$ cat src/rtl/ivector_arb_pkg.sv
// Shared types, default parameters and width helpers for the ivector_arb block.
package ivector_pkg;

  localparam int NCHAN_DEF = 4;
  localparam int MW_DEF    = 32;
  localparam int VW_DEF    = 32;
  localparam int DEPTH_DEF = 8;

  function automatic int chan_w(input int nchan);
    return (nchan <= 1) ? 1 : $clog2(nchan);
  endfunction

  function automatic int addr_w(input int depth);
    return $clog2(depth);
  endfunction

  localparam int CW_DEF = chan_w(NCHAN_DEF);
  localparam int AW_DEF = addr_w(DEPTH_DEF);

  typedef struct packed {
    logic [CW_DEF-1:0] chan;
    logic [MW_DEF-1:0] meth;
    logic [VW_DEF-1:0] v;
  } ivector_entry_t;

endpackage

$ cat src/rtl/ivector_arb_if.sv
// say() request bundle and heard() indication bundle; master is the host side, slave the arbiter.
interface ivector_arb_if
  import ivector_pkg::*;
#(
  parameter int NCHAN = NCHAN_DEF,
  parameter int MW    = MW_DEF,
  parameter int VW    = VW_DEF
);
  localparam int CW = chan_w(NCHAN);

  logic [NCHAN-1:0]    say_ena;
  logic [NCHAN*MW-1:0] say_meth;
  logic [NCHAN*VW-1:0] say_v;
  logic [NCHAN-1:0]    say_rdy;

  logic                heard_ena;
  logic [MW-1:0]       heard_meth;
  logic [VW-1:0]       heard_v;
  logic [CW-1:0]       heard_chan;
  logic                heard_rdy;

  modport master (
    output say_ena, say_meth, say_v, heard_rdy,
    input  say_rdy, heard_ena, heard_meth, heard_v, heard_chan
  );

  modport slave (
    input  say_ena, say_meth, say_v, heard_rdy,
    output say_rdy, heard_ena, heard_meth, heard_v, heard_chan
  );
endinterface

$ cat src/rtl/ivector_arb_fifo.sv
// Generic DEPTH-entry FIFO with wrap-bit pointers; occupancy count present with IVECTOR_VSIZE_EN.
module ivector_fifo #(
  parameter int W     = 8,
  parameter int DEPTH = 8,
  parameter int AW    = $clog2(DEPTH)
) (
  input  logic         clk_i,
  input  logic         rst_i,
  input  logic         enq_i,
  input  logic [W-1:0] enq_data_i,
  input  logic         deq_i,
  output logic [W-1:0] head_o,
  output logic         full_o,
  output logic         empty_o
`ifdef IVECTOR_VSIZE_EN
  ,
  output logic [AW:0]  count_o
`endif
);

  logic [AW:0]  wr_q, wr_d;
  logic [AW:0]  rd_q, rd_d;
  logic [W-1:0] mem_q [DEPTH];

  always_comb begin
    wr_d = wr_q;
    rd_d = rd_q;
    if (enq_i) wr_d = wr_q + 1'b1;
    if (deq_i) rd_d = rd_q + 1'b1;
  end

  // NOTE: sequential state uses non-blocking assignments so every register samples pre-edge values.
  always_ff @(posedge clk_i) begin
    if (rst_i) begin
      wr_q <= '0;
      rd_q <= '0;
    end else begin
      wr_q <= wr_d;
      rd_q <= rd_d;
    end
  end

  // NOTE: storage is deliberately not reset; the pointers alone define which entries are valid.
  always_ff @(posedge clk_i) begin
    if (enq_i) mem_q[wr_q[AW-1:0]] <= enq_data_i;
  end

  assign head_o  = mem_q[rd_q[AW-1:0]];
  assign empty_o = (wr_q == rd_q);
  assign full_o  = (wr_q[AW] != rd_q[AW]) && (wr_q[AW-1:0] == rd_q[AW-1:0]);

`ifdef IVECTOR_VSIZE_EN
  logic [AW:0] count_q;

  always_ff @(posedge clk_i) begin
    if (rst_i) count_q <= '0;
    else       count_q <= wr_d - rd_d;
  end

  assign count_o = count_q;
`endif

endmodule

$ cat src/rtl/ivector_arb.sv
// Multi-channel say() arbiter: round-robin token picks the channel, one shared FIFO feeds heard().
// Optional occupancy port vsize is enabled by defining IVECTOR_VSIZE_EN.
module ivector_arb
  import ivector_pkg::*;
#(
  parameter int NCHAN = NCHAN_DEF,
  parameter int MW    = MW_DEF,
  parameter int VW    = VW_DEF,
  parameter int DEPTH = DEPTH_DEF
) (
  input  logic CLK,
  input  logic RST,
  ivector_arb_if.slave bus
`ifdef IVECTOR_VSIZE_EN
  ,
  output logic [$clog2(DEPTH):0] vsize
`endif
);

  localparam int CW = chan_w(NCHAN);
  localparam int AW = addr_w(DEPTH);

  typedef struct packed {
    logic [CW-1:0] chan;
    logic [MW-1:0] meth;
    logic [VW-1:0] v;
  } entry_t;

  logic [CW-1:0] tok_q, tok_d;
  logic          full, empty, enq, deq;
  entry_t        wr_entry, head;

  // Token moves every cycle whether or not anyone talks, so each channel gets a slot every NCHAN cycles.
  assign tok_d = (tok_q == CW'(NCHAN - 1)) ? '0 : tok_q + 1'b1;

  always_ff @(posedge CLK) begin
    if (RST) tok_q <= '0;
    else     tok_q <= tok_d;
  end

  // NOTE: give every always_comb output a default first so no path leaves it unassigned (no latch).
  always_comb begin
    bus.say_rdy = '0;
    if (!full) bus.say_rdy[tok_q] = 1'b1;
  end

  assign enq = bus.say_ena[tok_q] & ~full;
  assign deq = ~empty & bus.heard_rdy;

  assign wr_entry.chan = tok_q;
  assign wr_entry.meth = bus.say_meth[tok_q*MW +: MW];
  assign wr_entry.v    = bus.say_v[tok_q*VW +: VW];

  ivector_fifo #(
    .W     ($bits(entry_t)),
    .DEPTH (DEPTH),
    .AW    (AW)
  ) u_fifo (
    .clk_i      (CLK),
    .rst_i      (RST),
    .enq_i      (enq),
    .enq_data_i (wr_entry),
    .deq_i      (deq),
    .head_o     (head),
    .full_o     (full),
    .empty_o    (empty)
`ifdef IVECTOR_VSIZE_EN
    ,
    .count_o    (vsize)
`endif
  );

  assign bus.heard_ena  = deq;
  assign bus.heard_meth = head.meth;
  assign bus.heard_v    = head.v;
  assign bus.heard_chan = head.chan;

  a_ena_only_when_ready: assert property (
    @(posedge CLK) disable iff (RST) (bus.say_ena & ~bus.say_rdy) == '0
  );

endmodule

$ cat src/flat_wrapper.sv
// flat-port wrapper written by rule: the top's interface ports become plain ports
module ivector_arb_flat import ivector_pkg::*;
#(
  parameter int NCHAN = NCHAN_DEF,
  parameter int MW    = MW_DEF,
  parameter int VW    = VW_DEF,
  parameter int DEPTH = DEPTH_DEF
)
  (CLK, RST, bus_say_ena, bus_say_meth, bus_say_v, bus_heard_rdy, bus_say_rdy, bus_heard_ena, bus_heard_meth, bus_heard_v, bus_heard_chan);
  ivector_arb_if #(.NCHAN(NCHAN), .MW(MW), .VW(VW)) bus_i ();
  input  logic CLK;
  input  logic RST;
  input wire logic [$bits(bus_i.say_ena)-1:0] bus_say_ena;
  input wire logic [$bits(bus_i.say_meth)-1:0] bus_say_meth;
  input wire logic [$bits(bus_i.say_v)-1:0] bus_say_v;
  input wire logic [$bits(bus_i.heard_rdy)-1:0] bus_heard_rdy;
  output wire logic [$bits(bus_i.say_rdy)-1:0] bus_say_rdy;
  output wire logic [$bits(bus_i.heard_ena)-1:0] bus_heard_ena;
  output wire logic [$bits(bus_i.heard_meth)-1:0] bus_heard_meth;
  output wire logic [$bits(bus_i.heard_v)-1:0] bus_heard_v;
  output wire logic [$bits(bus_i.heard_chan)-1:0] bus_heard_chan;
  assign bus_i.say_ena = bus_say_ena;
  assign bus_i.say_meth = bus_say_meth;
  assign bus_i.say_v = bus_say_v;
  assign bus_i.heard_rdy = bus_heard_rdy;
  assign bus_say_rdy = bus_i.say_rdy;
  assign bus_heard_ena = bus_i.heard_ena;
  assign bus_heard_meth = bus_i.heard_meth;
  assign bus_heard_v = bus_i.heard_v;
  assign bus_heard_chan = bus_i.heard_chan;
  ivector_arb #(.NCHAN(NCHAN), .MW(MW), .VW(VW), .DEPTH(DEPTH)) u_core (.CLK(CLK), .RST(RST), .bus(bus_i));
endmodule
$ cat config.mk
export PLATFORM = sky130hd
export DESIGN_NAME = ivector_arb_flat
export DESIGN_NICKNAME = d
export VERILOG_FILES = /design/src/rtl/ivector_arb_pkg.sv /design/src/rtl/ivector_arb_if.sv /design/src/rtl/ivector_arb_fifo.sv /design/src/rtl/ivector_arb.sv /design/src/flat_wrapper.sv
export SDC_FILE = /design/constraint.sdc
export NUM_CORES = 1
export LEC_CHECK = 0
export ABC_CLOCK_PERIOD_IN_PS = 14900
export BUFFER_PORTS_ARGS = -buffer_cell sky130_fd_sc_hd__buf_2
export CAP_MARGIN = 20
export CORE_MARGIN = 5
export CORE_UTILIZATION = 35
export DETAILED_ROUTE_END_ITERATION = 6
export SLEW_MARGIN = 5
export SYNTH_ARGS = -nofsm -noshare
export SYNTH_HDL_FRONTEND = slang
export SYNTH_SLANG_ARGS = --single-unit
$ cat constraint.sdc
create_clock -name CLK -period 14.9 [get_ports CLK]
set_input_delay 2.98 -clock CLK [delete_from_list [all_inputs] [get_ports CLK]]
set_output_delay 2.98 -clock CLK [all_outputs]
set_load 0.1 [all_outputs]
==> run metrics, run 1 <==
Mapped Nets 1,194; CTS H-tree lvls 2; Worst EP required 11.92 ns; Post-Layout Cell Count 2,178; Syn. warnings 0; hold endpoint u_core.u_fifo.rd_q[3]$_SDFFE_PP0P_; Pint 3.067 mW; Net Sw Power 1.540 mW; vias 10,748; Mapped Cells 925; Switching Share 0.3343; cell taking the most area after synthesis edfxtp_1; FMAX 145.1 MHz; Root Buffer clkbuf_16; initial antenna violation count 2; TritonRoute pass-1 iters 4; pre-CTS setup slack 8.001 ns; VDD IR max 0.07878 mV; clk_skew 0.03070 ns; CTS Hold Buffers Added 0; min-delay worst type flip-flop to flip-flop; Slew headroom 0.2876; CTS buffer count 56; core area 62,740 um^2; Final Cycle Share 0.4626; Synth cell types 32; critical setup path kind primary input to output pin; hpwl dp 28,910 um; multi-input logic area 5648 um^2; Synth Cell Area 22,050 um^2; Startpoint Class primary input; Inst Count DP 2,072; post-synthesis compound-gate area fraction 0.003121; RR Endpoint u_core.u_fifo.mem_q[1][62]$_DFFE_PP_; CP endpoint kind output pin; Power Dens Cells 173.0 nW/um^2; Gate power share 0.286; post-synthesis simple-gate area fraction 0.008567; Final Setup Violations 0; # clock sinks 541; P&R area growth vs syn 20.73%; r2r setup slk 11.17 ns; largest family of logic cells by synthesized area multiplexers; Clock transition at path regs 0.06 ns; post-cts resize count 0; row cnt 92; DRC viols 0; Post-CTS Setup Bufs 0; clock latency at the later pin of the worst-skew pair 0.61 ns; initial DRC count 617; post-synthesis mux area share 0.2367; reg-to-reg startpoint u_core.tok_q[1]$_SDFF_PP0_; top-area cell type share of the netlist area 0.7190; port bufs 333; vias in the first global route 11,699; Critical Path AT 3.91 ns; R2R cell count 6; CTS tree done; global placement routability congestion 0.6646; final worst path period need 6.893 ns; GRT Residual Overflow 0; Final nets 1,555; setup TNS 0 ns; sequential share of the synthesized area 0.7308; Routed Antenna Nets 0; Hold Startpoint u_core.u_fifo.rd_q[3]$_SDFFE_PP0P_; Initial Utilization 0.3515; Max Cap Viol 0; DRT Wirelength 49,400 um; xor/xnor cell area share of the yosys netlist 0.002383; GRT Overall Usage 0.1426; Synth area leaders edfxtp_1 (72%), mux4_2 (20%), mux2_2 (3.4%), dfxtp_1 (1.2%), buf_2 (0.50%); Seq pwr share 0.409; vias per inst 4.935; syn avg cell area 23.84 um^2; first-pass GRT wire length 72,880 um; fin. max-slew vios 0; largest net degree at the start of global routing 68; status completed; CP Max Fanout 7; layout cell share with drive strength beyond 1 0.5330; Layout fillers 5,420; Ports 334; Die ar. 68,130 um^2; Post-Synth Adder-Cell Area 0.003404; die width 261.0 um; FF+latch area 16,130 um^2; RSZ-0062 raised after global routing false; Die H 261.0 um; Leakage Power 8.748 nW; WL/cell 22.68 um; Design Area, Final 26,620 um^2; # diodes 0; Least-Margin Pin Slew 1.069 ns; #FFs+latches synth 541; Clk pwr share 0.305; setup ws final 8.007 ns; Placed Area 24,710 um^2; Hold Path Depth 2; Clock Tree Buf Depth 3; final hold vios 0
[flip-flops by register name, indices dropped and copies added, names as in the netlist, named ones only]
name                 count
u_core.tok_q             2
u_core.u_fifo.rd_q       4
u_core.u_fifo.mem_q    528
u_core.u_fifo.wr_q       4
[cells by family (layout without fill, tap and decap cells)]
group / count (synthesis) / in the layout
flip-flops: 541 / 541
multiplexers: 268 / 268
buffers and inverters: 62 / 469
AND/OR/NAND/NOR: 30 / 30
AO/OA/AOI/OAI: 12 / 12
adder cells (fa/ha/maj): 6 / 6
XOR/XNOR: 6 / 6
[area by class of cell]
| type | instances | area share |
|---|---|---|
| clock buffers | 73 | 0.05663 |
| flip-flops and latches | 541 | 0.6060 |
| repair buffers | 358 | 0.07087 |
| clock inverters | 31 | 0.01363 |
| inverters | 7 | 0.0009869 |
| well taps | 846 | 0.03976 |
| multi-input cells | 322 | 0.2121 |
[worst max-delay path: stages]
cell and delay [ns]:
buf_2 0.08, inv_1 0.04, a41o_1 0.29, inv_1 0.10
buf_2 0.42
[synth_stat cells (all sizes together)]
| master | n |
|---|---|
| edfxtp | 528 |
| mux4 | 196 |
| mux2 | 68 |
| buf | 37 |
| clkbuf | 18 |
| dfxtp | 13 |
| inv | 7 |
| a21oi | 6 |
| ha | 6 |
| nor2 | 5 |
| nor4 | 5 |
| and2 | 4 |
| mux2i | 4 |
| o21ai | 4 |
| xnor2 | 4 |
| or3 | 3 |
| nand2 | 2 |
| nand3 | 2 |
| nand4 | 2 |
| nor3 | 2 |
| nor4b | 2 |
| xor2 | 2 |
| a31o | 1 |
| a41o | 1 |
| and4 | 1 |
| nor2b | 1 |
| nor3b | 1 |
[routing by layer]
metal / vias up / global-route usage / part of all wire
li1: 4751 / - / -
met1: 5653 / 0.2024 / 0.43
met2: 277 / 0.2337 / 0.49
met3: 65 / 0.02410 / 0.055
met4: 2 / 0.03387 / 0.018
met5: - / 0 / 0.00022
[metrics by stage]
step / utilization / total power [mW] / hold slack [ns]
2_1_floorplan: - / 3.006 / 0.4942
5_1_grt: 0.4244 / 4.797 / 0.5722
3_5_place_dp: 0.3938 / 3.259 / 0.5238
4_1_cts: 0.4236 / 4.677 / 0.5347
3_3_place_gp: 0.3938 / 3.244 / 0.5161
6_report: 0.4244 / 4.607 / 0.5433
[worst max-delay path by stage]
stage / from / end / slack, ns / cells after the start
after global routing: flip-flop / bus_heard_v[16] / 7.86 / 4
after global placement: bus_heard_rdy / bus_heard_ena / 8.01 / 5
after detailed placement: bus_heard_rdy / bus_heard_ena / 8.00 / 5
final: bus_heard_rdy / bus_heard_ena / 8.01 / 5
after CTS: flip-flop / bus_heard_meth[12] / 7.90 / 4
after floorplan: bus_say_ena[3] / u_core.u_fifo.mem_q[1][0]$_DFFE_PP_ / 3.91 / 4
[placed cells by master, fill, tap and decap left out, types with 2 or more instances in the layout]
cell type  synthesis  layout
o21ai_0            4       4
inv_1              7       7
or3_1              3       3
nand3_1            2       2
dfxtp_4            0       5
dfxtp_1           13       8
nor4b_2            0       2
nand2_1            2       2
mux4_2           196     196
ha_1               6       6
mux2i_1            4       4
bufinv_16          0       8
buf_2             22     333
nor4_2             0       4
clkinv_2           0       6
and2_1             4       4
nor2_1             5       5
xor2_1             2       2
a21oi_1            6       6
nand4_1            2       2
clkbuf_16          0      58
clkinv_1           0      13
edfxtp_1         528     528
clkbuf_1          18      15
mux2_2            67      67
buf_4              1      23
xnor2_1            4       4
[power groups by stage]
stage	combinational, mW	sequential, mW	clock, mW
finish	1.32	1.89	1.40
global route	1.39	1.90	1.51
CTS	1.34	1.89	1.45
detailed placement	1.33	1.92	0
global placement	1.32	1.92	0
floorplan	1.13	1.87	0
Power figures use the tool's default switching activity.
==> run 2: changes to the inputs <==
--- a/config.mk
+++ b/config.mk
@@ -5,7 +5,7 @@
 export SDC_FILE = /design/constraint.sdc
 export NUM_CORES = 1
 export LEC_CHECK = 0
-export ABC_CLOCK_PERIOD_IN_PS = 14900
+export ABC_CLOCK_PERIOD_IN_PS = 6800
 export BUFFER_PORTS_ARGS = -buffer_cell sky130_fd_sc_hd__buf_2
 export CAP_MARGIN = 20
 export CORE_MARGIN = 5
==> constraint.sdc (replaced) <==
create_clock -name CLK -period 6.8 [get_ports CLK]
set_input_delay 1.36 -clock CLK [delete_from_list [all_inputs] [get_ports CLK]]
set_output_delay 1.36 -clock CLK [all_outputs]
set_load 0.1 [all_outputs]
==> run 2 against run 1 <==
Sequential power rose by 120%. Critical path depth fell by 1. Worst hold slack got worse by 0.015 ns. Combinational power rose by 120%. Largest cell class unchanged. Flip-flop and latch count did not move. Highest routed layer unchanged.
==> run metrics, run 2 (synthesis results as in run 1) <==
Die H 261.0 um (unchanged); R2R cell count 4 (-2); setup ws final 2.171 ns (-5.836 ns); Routed Antenna Nets 0 (unchanged); FMAX 216.1 MHz; clk_skew 0.01992 ns (-0.01078 ns); initial DRC count 630 (+2.1%); fin. max-slew vios 0 (unchanged); Clock transition at path regs 0.06 ns (about the same); reg-to-reg startpoint u_core.tok_q[0]$_SDFF_PP0_; Startpoint Class flip-flop; Root Buffer clkbuf_16; Final Cycle Share 0.6807; CP Max Fanout 72 (+65); Hold Startpoint u_core.u_fifo.rd_q[3]$_SDFFE_PP0P_; metal2 WL 25,670 um (+5.4%); Power Dens Cells 377.5 nW/um^2 (+120%); largest net degree at the start of global routing 73 (+7.4%); Clock Tree Buf Depth 3 (unchanged); vias per inst 4.971 (+0.74%); r2r setup slk 3.35 ns (-7.82 ns); Max Cap Viol 0 (unchanged); GRT Residual Overflow 0 (unchanged); final hold vios 0 (unchanged); RR Endpoint u_core.u_fifo.mem_q[7][26]$_DFFE_PP_; Initial Utilization 0.3515 (unchanged); Met1 Wirelength 20,870 um (-2.5%); Critical Path AT 3.27 ns (-0.64 ns); DRC viols 0 (unchanged); setup TNS 0 ns (unchanged); DR top layer met5; critical setup path kind flip-flop to output pin; CTS buffer count 56 (unchanged); row cnt 92 (unchanged); Slew headroom 0.2509 (-0.03670); Pwr Total 10.02 mW (+120%); Post-CTS Setup Bufs 0 (unchanged); first-pass GRT wire length 72,940 um (about the same); status completed; Least-Margin Pin Slew 1.124 ns (+0.05505 ns); vias in the first global route 11,809 (+0.94%); most common cell after layout, fill and taps aside edfxtp_1; clock latency at the later pin of the worst-skew pair 0.60 ns (about the same); Worst EP required 5.44 ns (-6.48 ns); min-delay worst type flip-flop to flip-flop; global placement routability congestion 0.6971 (+4.9%); CP endpoint kind output pin; Die ar. 68,130 um^2 (unchanged); CTS tree done; DRT Wirelength 49,980 um (+1.2%); Ports 334 (unchanged); vias 10,808 (+0.56%); hold endpoint u_core.u_fifo.rd_q[3]$_SDFFE_PP0P_; RSZ-0062 raised after global routing false; Layout fillers 5,450 (+0.55%); Hold Path Depth 2 (unchanged); post-cts resize count 0 (unchanged); CTS H-tree lvls 2 (unchanged); core area 62,740 um^2 (unchanged); initial antenna violation count 2 (unchanged); TritonRoute pass-1 iters 4 (unchanged); Final Setup Violations 0 (unchanged); hpwl dp 29,450 um (+1.8%); Final nets 1,552 (-0.19%); # diodes 0 (unchanged); pre-CTS setup slack 2.696 ns (-5.305 ns); CTS Hold Buffers Added 0 (unchanged); die width 261.0 um (unchanged); P&R area growth vs syn 20.32%; max FFs per register 528 (unchanged); port bufs 333 (unchanged); final worst path period need 4.629 ns; layout cell share with drive strength beyond 1 0.5354 (+0.002359); Leakage Power 8.708 nW (-0.46%); VDD IR max 0.1914 mV (+140%); WL/cell 22.99 um (+1.4%); # clock sinks 541 (unchanged); commonest cells after routing, fill and taps aside edfxtp_1 (528), buf_2 (333), mux4_2 (196); GRT Overall Usage 0.1427 (about the same); WL met3 2560 um (-6.4%)
## run 2: per-layer routing
metal / up-vias / GRT usage
met3: 70 / 0.02574
met5: - / 0
met4: 2 / 0.03577
li1: 4742 / -
met1: 5710 / 0.1887
met2: 284 / 0.2473
## run 2: how the worst max path moves through the flow
stage | start | to | depth (start not counted)
4_1_cts | flip-flop | bus_heard_v[16] | 4
3_3_place_gp | flip-flop | bus_heard_v[10] | 4
5_1_grt | flip-flop | bus_heard_v[10] | 4
6_report | flip-flop | bus_heard_v[10] | 4
2_1_floorplan | bus_say_ena[3] | u_core.u_fifo.mem_q[1][0]$_DFFE_PP_ | 4
3_5_place_dp | flip-flop | bus_heard_v[16] | 4
## run 2: where the power goes
group	switching (mW)	total [mW]	internal, mW
clock	1.23	3.00	1.77
combinational	2.03	2.90	0.873
sequential	0.141	4.12	3.98
## run 2: through the flow
stage               hold slack [ns]  area (um^2)  cells    util
global placement             0.5049        24720   2071  0.3941
finish                       0.5286        26530   2174  0.4230
CTS                          0.5347        26530   2174  0.4230
floorplan                    0.4942        22050    925       -
global route                 0.6080        26530   2174  0.4230
detailed placement           0.5263        24720   2071  0.3941
## run 2: layout make-up
class / count / area, um^2 / area share
Clock buffer: 62 / 1424 / 0.05366
Clock inverter: 41 / 386.6 / 0.01457
Inverter: 7 / 26.28 / 0.0009902
Multi-Input combinational cell: 322 / 5648 / 0.2129
Sequential cell: 541 / 16130 / 0.6081
Tap cell: 846 / 1059 / 0.03989
Timing Repair Buffer: 355 / 1857 / 0.06998
## run 2: critical path, stage by stage (launching register included)
cell and delay, ns:
dfxtp_4 0.78, buf_12 0.56, mux4_2 0.59, mux2_2 0.30
buf_2 0.30
